===== src/rtl/seg7_scroll_display.sv =====
// seg7_scroll_display
// Scrolling seven-segment display driven by a PIO segment port. Every new
// pattern on seg_in is shifted into digit 0. Older digits move one place to
// the left, and the leftmost digit is discarded.
//
// Ports:
//   clk        system clock
//   reset_n    asynchronous active-low reset
//   seg_in     segment pattern, bit i = segment i, 1 = lit
//   clear      synchronous clear of all digits and the fill count
//   blink_en   request blinking of the whole display
//   hex_out    digit k on bits [7k+6:7k], digit 0 is rightmost (registered)
//   new_digit  one-cycle pulse after each shift
//   fill_level digits loaded since reset/clear, saturating at NUM_DIGITS
//
// Optional feature macro: SEG7_SCROLL_BLINK_EN
//   When it is defined, a free-running blink prescaler is built in and it
//   blanks the display while blink_en is high.
//   When it is undefined, blink_en is ignored.

module seg7_scroll_display #(
    parameter int NUM_DIGITS = 6,
    parameter int BLINK_DIV  = 25000000,
    parameter int ACTIVE_LOW = 1
) (
    input  logic                    clk,
    input  logic                    reset_n,
    input  logic [6:0]              seg_in,
    input  logic                    clear,
    input  logic                    blink_en,
    output logic [7*NUM_DIGITS-1:0] hex_out,
    output logic                    new_digit,
    output logic [3:0]              fill_level
);

    localparam int         DW       = 7 * NUM_DIGITS;
    localparam logic [3:0] FILL_MAX = 4'(NUM_DIGITS);

    logic [6:0]    seg_q;
    logic [DW-1:0] digits;
    logic [DW-1:0] digits_next;
    logic [DW-1:0] hex_next;
    logic          change;
    logic          blank;

    // A rewrite of the same pattern is not a new digit.
    assign change = (seg_in != seg_q);

    always_comb begin
        digits_next = digits;
        if (clear) begin
            digits_next = '0;
        end else if (change) begin
            for (int k = NUM_DIGITS - 1; k >= 1; k--) begin
                digits_next[7*k +: 7] = digits[7*(k-1) +: 7];
            end
            digits_next[6:0] = seg_in;
        end
    end

`ifdef SEG7_SCROLL_BLINK_EN
    localparam int CW = $clog2(BLINK_DIV);

    logic [CW-1:0] blink_cnt;
    logic          blink_phase;
    logic          blink_wrap;

    assign blink_wrap = (blink_cnt == CW'(BLINK_DIV - 1));

    always_ff @(posedge clk or negedge reset_n) begin
        if (!reset_n) begin
            blink_cnt   <= '0;
            blink_phase <= 1'b0;
        end else if (blink_wrap) begin
            blink_cnt   <= '0;
            blink_phase <= ~blink_phase;
        end else begin
            blink_cnt   <= blink_cnt + 1'b1;
        end
    end

    // hex_out is registered, so the mask uses the phase that becomes current
    // on this edge. This keeps the display in step with blink_phase.
    assign blank = blink_en & (blink_wrap ? ~blink_phase : blink_phase);
`else
    logic unused_blink;
    localparam int UNUSED_BLINK_DIV = BLINK_DIV;
    assign unused_blink = blink_en ^ UNUSED_BLINK_DIV[0];
    assign blank        = 1'b0;
`endif

    // The output register is loaded from the next digit state. This means a
    // shift shows up on hex_out after the same edge that performs it.
    always_comb begin
        hex_next = digits_next;
        if (blank) begin
            hex_next = '0;
        end
        if (ACTIVE_LOW != 0) begin
            hex_next = ~hex_next;
        end
    end

    always_ff @(posedge clk or negedge reset_n) begin
        if (!reset_n) begin
            seg_q      <= '0;
            digits     <= '0;
            fill_level <= '0;
            new_digit  <= 1'b0;
            hex_out    <= (ACTIVE_LOW != 0) ? {DW{1'b1}} : {DW{1'b0}};
        end else begin
            seg_q   <= seg_in;
            digits  <= digits_next;
            hex_out <= hex_next;
            if (clear) begin
                fill_level <= '0;
                new_digit  <= 1'b0;
            end else if (change) begin
                new_digit <= 1'b1;
                if (fill_level < FILL_MAX) begin
                    fill_level <= fill_level + 4'd1;
                end
            end else begin
                new_digit <= 1'b0;
            end
        end
    end

endmodule


===== config.mk =====
export PLATFORM = sky130hd
export DESIGN_NAME = seg7_scroll_display
export DESIGN_NICKNAME = d
export VERILOG_FILES = /design/src/rtl/seg7_scroll_display.sv
export SDC_FILE = /design/constraint.sdc
export NUM_CORES = 1
export LEC_CHECK = 0
export CORE_ASPECT_RATIO = 1.2
export CORE_MARGIN = 1.5
export CORE_UTILIZATION = 45
export DETAILED_ROUTE_END_ITERATION = 10
export GPL_TIMING_DRIVEN = 0
export PLACE_DENSITY = 0.73
export SYNTH_ARGS = -nofsm -noshare
export SYNTH_HDL_FRONTEND = slang
export SYNTH_SLANG_ARGS = --single-unit

===== constraint.sdc =====
create_clock -name clk -period 2.3 [get_ports clk]
set_input_delay 0.23 -clock clk [delete_from_list [all_inputs] [get_ports clk]]
set_output_delay 0.23 -clock clk [all_outputs]
set_load 0.01 [all_outputs]

==> impl_metrics.ini, run 1 <==
[outcome]
status = completed

[timing]
fmax_mhz = 552.8
fin_crit_ns = 1.809
final.setup.worst_slack_ns = 0.4910
clock_skew_ns = 0.008127
finalSetupViolCount = 0
rsz0062_at_grt = false
tightest_slew_ns = 0.4937
fin_crit_sh = 0.7865
hold_viol_final = 0
timing.slew.headroom = 0.6709
slew_violations = 0

[floorplanning]
start_util = 0.4611
dieHeight_um = 102.8
die-area_mm2 = 0.008866
num_rows = 36
die_width_um = 86.21
io_pins = 58
core_region_area_mm2 = 0.008108

[global_routing]
antenna_found_initial = 0
overflow = 0
grt_pass1_vias = 2669
grt_pass1_wl_um = 12940
grt_usage = 0.1929
grt_max_degree = 59

[placement]
port-buffer-count = 56
dp_hpwl_um = 5324
pre_cts_ws_ns = 0.1674
gp_congestion = 0.8027

[setup_path]
cp.required_ns = 2.54
worstSetupPathType = reg -> reg
critical_path.max_fanout = 10
cp-start-kind = flop
crit_arrival_ns = 2.05
endpoint_kind = flop

[pwr]
swShare = 0.2624
p_switching_mw = 0.8250
clockPowerShare = 0.334
power.internal_mw = 2.319
pwr-share-seq = 0.567
cellLeakagePower_nw = 1.863
vdd_ir_drop_max_mv = 0.3906
p_per_area_mw_per_mm2 = 677.3
combinationalPowerShare = 0.100

[clock_network]
cts_buffers = 9
cts_max_level = 3
clk_path_buf_depth = 2
cts.clk_slew.worst_paths_ns = 0.10
root_buffer = clkbuf_8
cts_sinks = 96
cts_setup_buffers = 0
cts_tree = built
cts_resized = 0
clock_latency_ns = 0.37
cts_hold_buf = 1

[routing]
postRouteAntennaNets = 0
via_count = 2726
drtIter0Drc = 171
dr.pass1.iters = 4
wl_per_cell_um = 15.98
drt-total-wl_um = 7814
routed_via_density = 5.575
drc_errors = 0

[synth]
ys_top_cells_by_count = dfrtp_1 (54), a21oi_1 (44), nand3_1 (43)
synthDistinctLibCells = 26
ys.flop_type = dfrtp_1
ys_ff_latch = 96
synth.top_cell.area_share = 0.3614
syn_avg_cell_area_um2 = 11.68
yosysSeqAreaShare = 0.6566
synthArstFlopShare = 1.000
synthesis.nets = 332
synth_top_cells_by_area = dfrtp_1 (36%), dfstp_2 (30%), a21o_1 (8.4%), a21oi_1 (5.9%), nand3_1 (5.8%)
synth_edf_count = 0
synth.yosys.warnings = 0
synth.most_common_cell = dfrtp_1
synth_cells = 320
synth_area_leader_cell = dfrtp_1
syn-cell-area_mm2 = 0.003739

[layout]
utilization = 0.5725
diodes = 0
area_growth_pct = 24.16
layout-drive-gt1-share = 0.1878
fin_nets = 401
multiInputGateArea_mm2 = 0.001155
fillers = 691
regArea_mm2 = 0.002455

[worst_hold_path]
worstHoldPathType = in -> async

[flow_run]
maxCapViolCount = 0
[layout make-up]
cell class                      count  area share
Multi-Input combinational cell    195      0.2488
Clock buffer                       10     0.02965
Timing Repair Buffer               58      0.1283
Inverter                            1   0.0008086
Tap cell                           95     0.02561
Sequential cell                    96      0.5288
Buffer                             28     0.02695
Clock inverter                      6     0.01105
[state kept, by name (all words and copies together), names as in the netlist]
signal      cells
digits         42
new_digit       1
fill_level      4
seg_q           7
hex_out        42
[power by group through the flow]
stage	clock network, mW	logic (mW)	registers, mW
detailed placement	0	0.315	1.81
finish	1.05	0.313	1.78
global route	1.15	0.346	1.79
floorplan	0	0.144	1.82
CTS	1.08	0.319	1.78
global placement	0	0.302	1.81
[final timing paths]
| check | to | slack (ns) | cells after the start | startpoint |
|---|---|---|---|---|
| max | digits[11] | 0.49 | 5 | seg_q[0] |
| min | new_digit | 0.37 | 2 | reset_n |
| max reg2reg | digits[11] | 0.49 | 5 | seg_q[0] |
| min reg2reg | digits[39] | 0.55 | 2 | digits[39] |
| max in group asynchronous | hex_out[17] | 1.24 | 3 | reset_n |
| min in group clk | seg_q[0] | 0.38 | 1 | seg_in[0] |
[cells by family (layout without fill, tap and decap cells)]
family          after synthesis  in the layout  share of synthesized area
compound gates              131            131                     0.2078
flops                        96             96                     0.6566
simple gates                 54             54                    0.07531
buf+inv                      29            103                    0.03447
xor+xnor                      7              7                    0.01640
mux                           2              2                   0.006024
fa+ha+maj                     1              1                   0.003346
[placed cells by master (no fill, tap or decap), types with 3 or more instances in the layout]
cell type	Yosys	layout
buf_2	10	10
nand3_1	43	43
clkbuf_8	0	10
inv_6	0	3
nor2_1	3	3
dfstp_2	42	42
a21o_1	42	42
clkdlybuf4s50_1	0	55
a21oi_1	44	44
o21ai_0	41	41
dfrtp_1	54	54
nor2b_1	3	3
clkbuf_1	16	16
xnor2_1	7	7
[per-layer routing]
layer | wire length (um) | vias to the layer above | global-route usage
met5 | 0 | - | 0
met4 | 197 | 0 | 0.09181
met3 | 342 | 16 | 0.04003
met2 | 3839 | 77 | 0.3095
met1 | 3434 | 1358 | 0.2537
li1 | - | 1275 | -
[metrics by stage]
step	hold WS, ns	power (mW)	setup TNS, ns	instance area [um^2]	std cells
6_report	0.3673	3.144	0	4642	489
5_1_grt	0.3715	3.283	0	4642	489
4_1_cts	0.3740	3.179	0	4642	489
3_5_place_dp	0.2276	2.126	0	4443	472
3_3_place_gp	0.5244	2.112	-171.44	4418	471
2_1_floorplan	-0.06559	1.964	0	3739	320
[critical path, stage by stage, from the launching register on]
cell,delay [ns]
dfrtp_1,0.39
xnor2_1,0.20
nand4_1,0.30
clkbuf_1,0.28
o21ai_0,0.40
a21oi_1,0.13
Power figures use the tool's default switching activity.
==> inputs of run 2 (changes only) <==
--- a/config.mk
+++ b/config.mk
@@ -10,7 +10,7 @@
 export CORE_UTILIZATION = 45
 export DETAILED_ROUTE_END_ITERATION = 10
 export GPL_TIMING_DRIVEN = 0
-export PLACE_DENSITY = 0.73
+export PLACE_DENSITY = 0.75
 export SYNTH_ARGS = -nofsm -noshare
 export SYNTH_HDL_FRONTEND = slang
 export SYNTH_SLANG_ARGS = --single-unit
==> constraint.sdc (replaced) <==
create_clock -name clk -period 1.5 [get_ports clk]
set_input_delay 0.15 -clock clk [delete_from_list [all_inputs] [get_ports clk]]
set_output_delay 0.15 -clock clk [all_outputs]
set_load 0.01 [all_outputs]
==> impl_metrics.ini, run 2 (synthesis gave the netlist of run 1 again) <==
[outcome]
status = complete, but fails checks
failed_checks = negative setup slack

[setup_path]
worstSetupPathType = reg -> reg
critical_path.max_fanout = 9
cp.required_ns = 1.76
reg2reg_to = fill_level[0]
cp-start-kind = flop
startpoint = seg_q[1]
crit_arrival_ns = 1.83
endpoint_kind = flop
r2r_start = seg_q[1]
rrSetupSlack_ns = -0.06
cp-endpoint = fill_level[0]
r2r.worst_path.cells = 5

[flow_run]
maxCapViolCount = 0

[routing]
dr.pass1.iters = 5
drtIter0Drc = 233
routed_via_density = 5.674
postRouteAntennaNets = 0
via_count = 2803
drt-total-wl_um = 8251
drc_errors = 0
wl_per_cell_um = 16.70

[timing]
clock_skew_ns = 0.008206
hold_viol_final = 0
fin_crit_sh = 1.043
final.setup.worst_slack_ns = -0.06450
fmax_mhz = 639.2
timing.slew.headroom = 0.5802
slew_violations = 0
fin_crit_ns = 1.564
rsz0062_at_grt = true
finalSetupViolCount = 5
tightest_slew_ns = 0.6297

[floorplanning]
die-area_mm2 = 0.008866
io_pins = 58
die_width_um = 86.21
start_util = 0.4611
num_rows = 36
core_region_area_mm2 = 0.008108
dieHeight_um = 102.8

[layout]
final_common_cell = dfrtp_1
utilization = 0.6009
layout-drive-gt1-share = 0.3158
fillers = 671
final_cell_mix = dfrtp_1 (53), a21oi_1 (44)
area_growth_pct = 30.32
final_area_mm2 = 0.004872
diodes = 0
fin_nets = 406
reg.largest.list = digits (42), hex_out (42), seg_q (7)

[placement]
gp_congestion = 0.8369
pre_cts_ws_ns = -0.4962
port-buffer-count = 56
dp_hpwl_um = 5305
dpl-instance-area_mm2 = 0.004436

[clock_network]
clk_path_buf_depth = 2
clock_latency_ns = 0.37
cts_tree = built
root_buffer = clkbuf_8
cts_sinks = 96
cts.clk_slew.worst_paths_ns = 0.09
cts_max_level = 3
cts_buffers = 9

[pwr]
cellLeakagePower_nw = 1.924
p_per_area_mw_per_mm2 = 1039
vdd_ir_drop_max_mv = 0.6332

[global_routing]
grt_pass1_vias = 2797
overflow = 0
grt_pass1_wl_um = 13450
grt_max_degree = 53
grt_usage = 0.2003
antenna_found_initial = 0

[worst_hold_path]
worstHoldPathType = in -> reg
## run 2: through the flow
| step | std cells | hold WS, ns | power (mW) | TNS, ns |
|---|---|---|---|---|
| floorplan | 320 | -0.1456 | 3.012 | 0 |
| detailed placement | 472 | 0.2117 | 3.255 | -36.42 |
| finish | 494 | 0.2990 | 5.061 | -0.1526 |
| global placement | 471 | 0.5243 | 3.237 | -273.06 |
| CTS | 493 | 0.2933 | 5.044 | -0.1550 |
| global route | 494 | 0.2923 | 5.262 | -6.225 |
## run 2: worst min-delay path by stage
| stage | from | to | slack (ns) | depth (start not counted) |
|---|---|---|---|---|
| 2_1_floorplan | reset_n | digits[0] | -0.15 | 0 |
| 3_3_place_gp | digits[35] | digits[35] | 0.52 | 2 |
| 3_5_place_dp | reset_n | new_digit | 0.21 | 1 |
| 4_1_cts | seg_in[1] | seg_q[1] | 0.29 | 1 |
| 5_1_grt | seg_in[1] | seg_q[1] | 0.29 | 1 |
| 6_report | seg_in[1] | seg_q[1] | 0.30 | 1 |
## run 2: timing repair
item,CTS,global route
resized for setup,103,50
endpoints found under the hold margin,21,0
pin swaps,5,4
setup buffers,3,1
endpoints found under the setup margin,129,87
hold buffers,1,0
gates cloned,1,0
## run 2: cell type report
cell class | count | area, um^2 | share of cell area
buffer | 28 | 171.4 | 0.03518
clock buffer | 14 | 172.7 | 0.03544
clock inverter | 2 | 37.54 | 0.007704
inverter | 1 | 3.754 | 0.0007704
multi-input combinational | 195 | 1336 | 0.2743
sequential | 96 | 2456 | 0.5041
tap | 95 | 118.9 | 0.02440
timing repair buffer | 63 | 575.6 | 0.1181
## run 2: metal layers
metal / vias to the layer above / track usage / wire (um) / share of wire
li1: 1292 / - / - / -
met1: 1400 / 0.2559 / 3465 / 0.42
met2: 93 / 0.3253 / 4178 / 0.51
met3: 18 / 0.03843 / 383 / 0.046
met4: 0 / 0.1092 / 223 / 0.027
met5: - / 0 / 0 / 0
## run 2: report_power, final
group	internal, mW	switching (mW)	leakage, nW
clock network	0.910	0.864	0.103
logic	0.216	0.334	0.661
registers	2.69	0.0466	1.16
## run 2: worst max-delay path, stage by stage, from the launching register on
cell	delay, ns
dfrtp_1	0.39
xnor2_1	0.13
and4_1	0.21
buf_6	0.14
a221oi_4	0.26
mux2_4	0.32
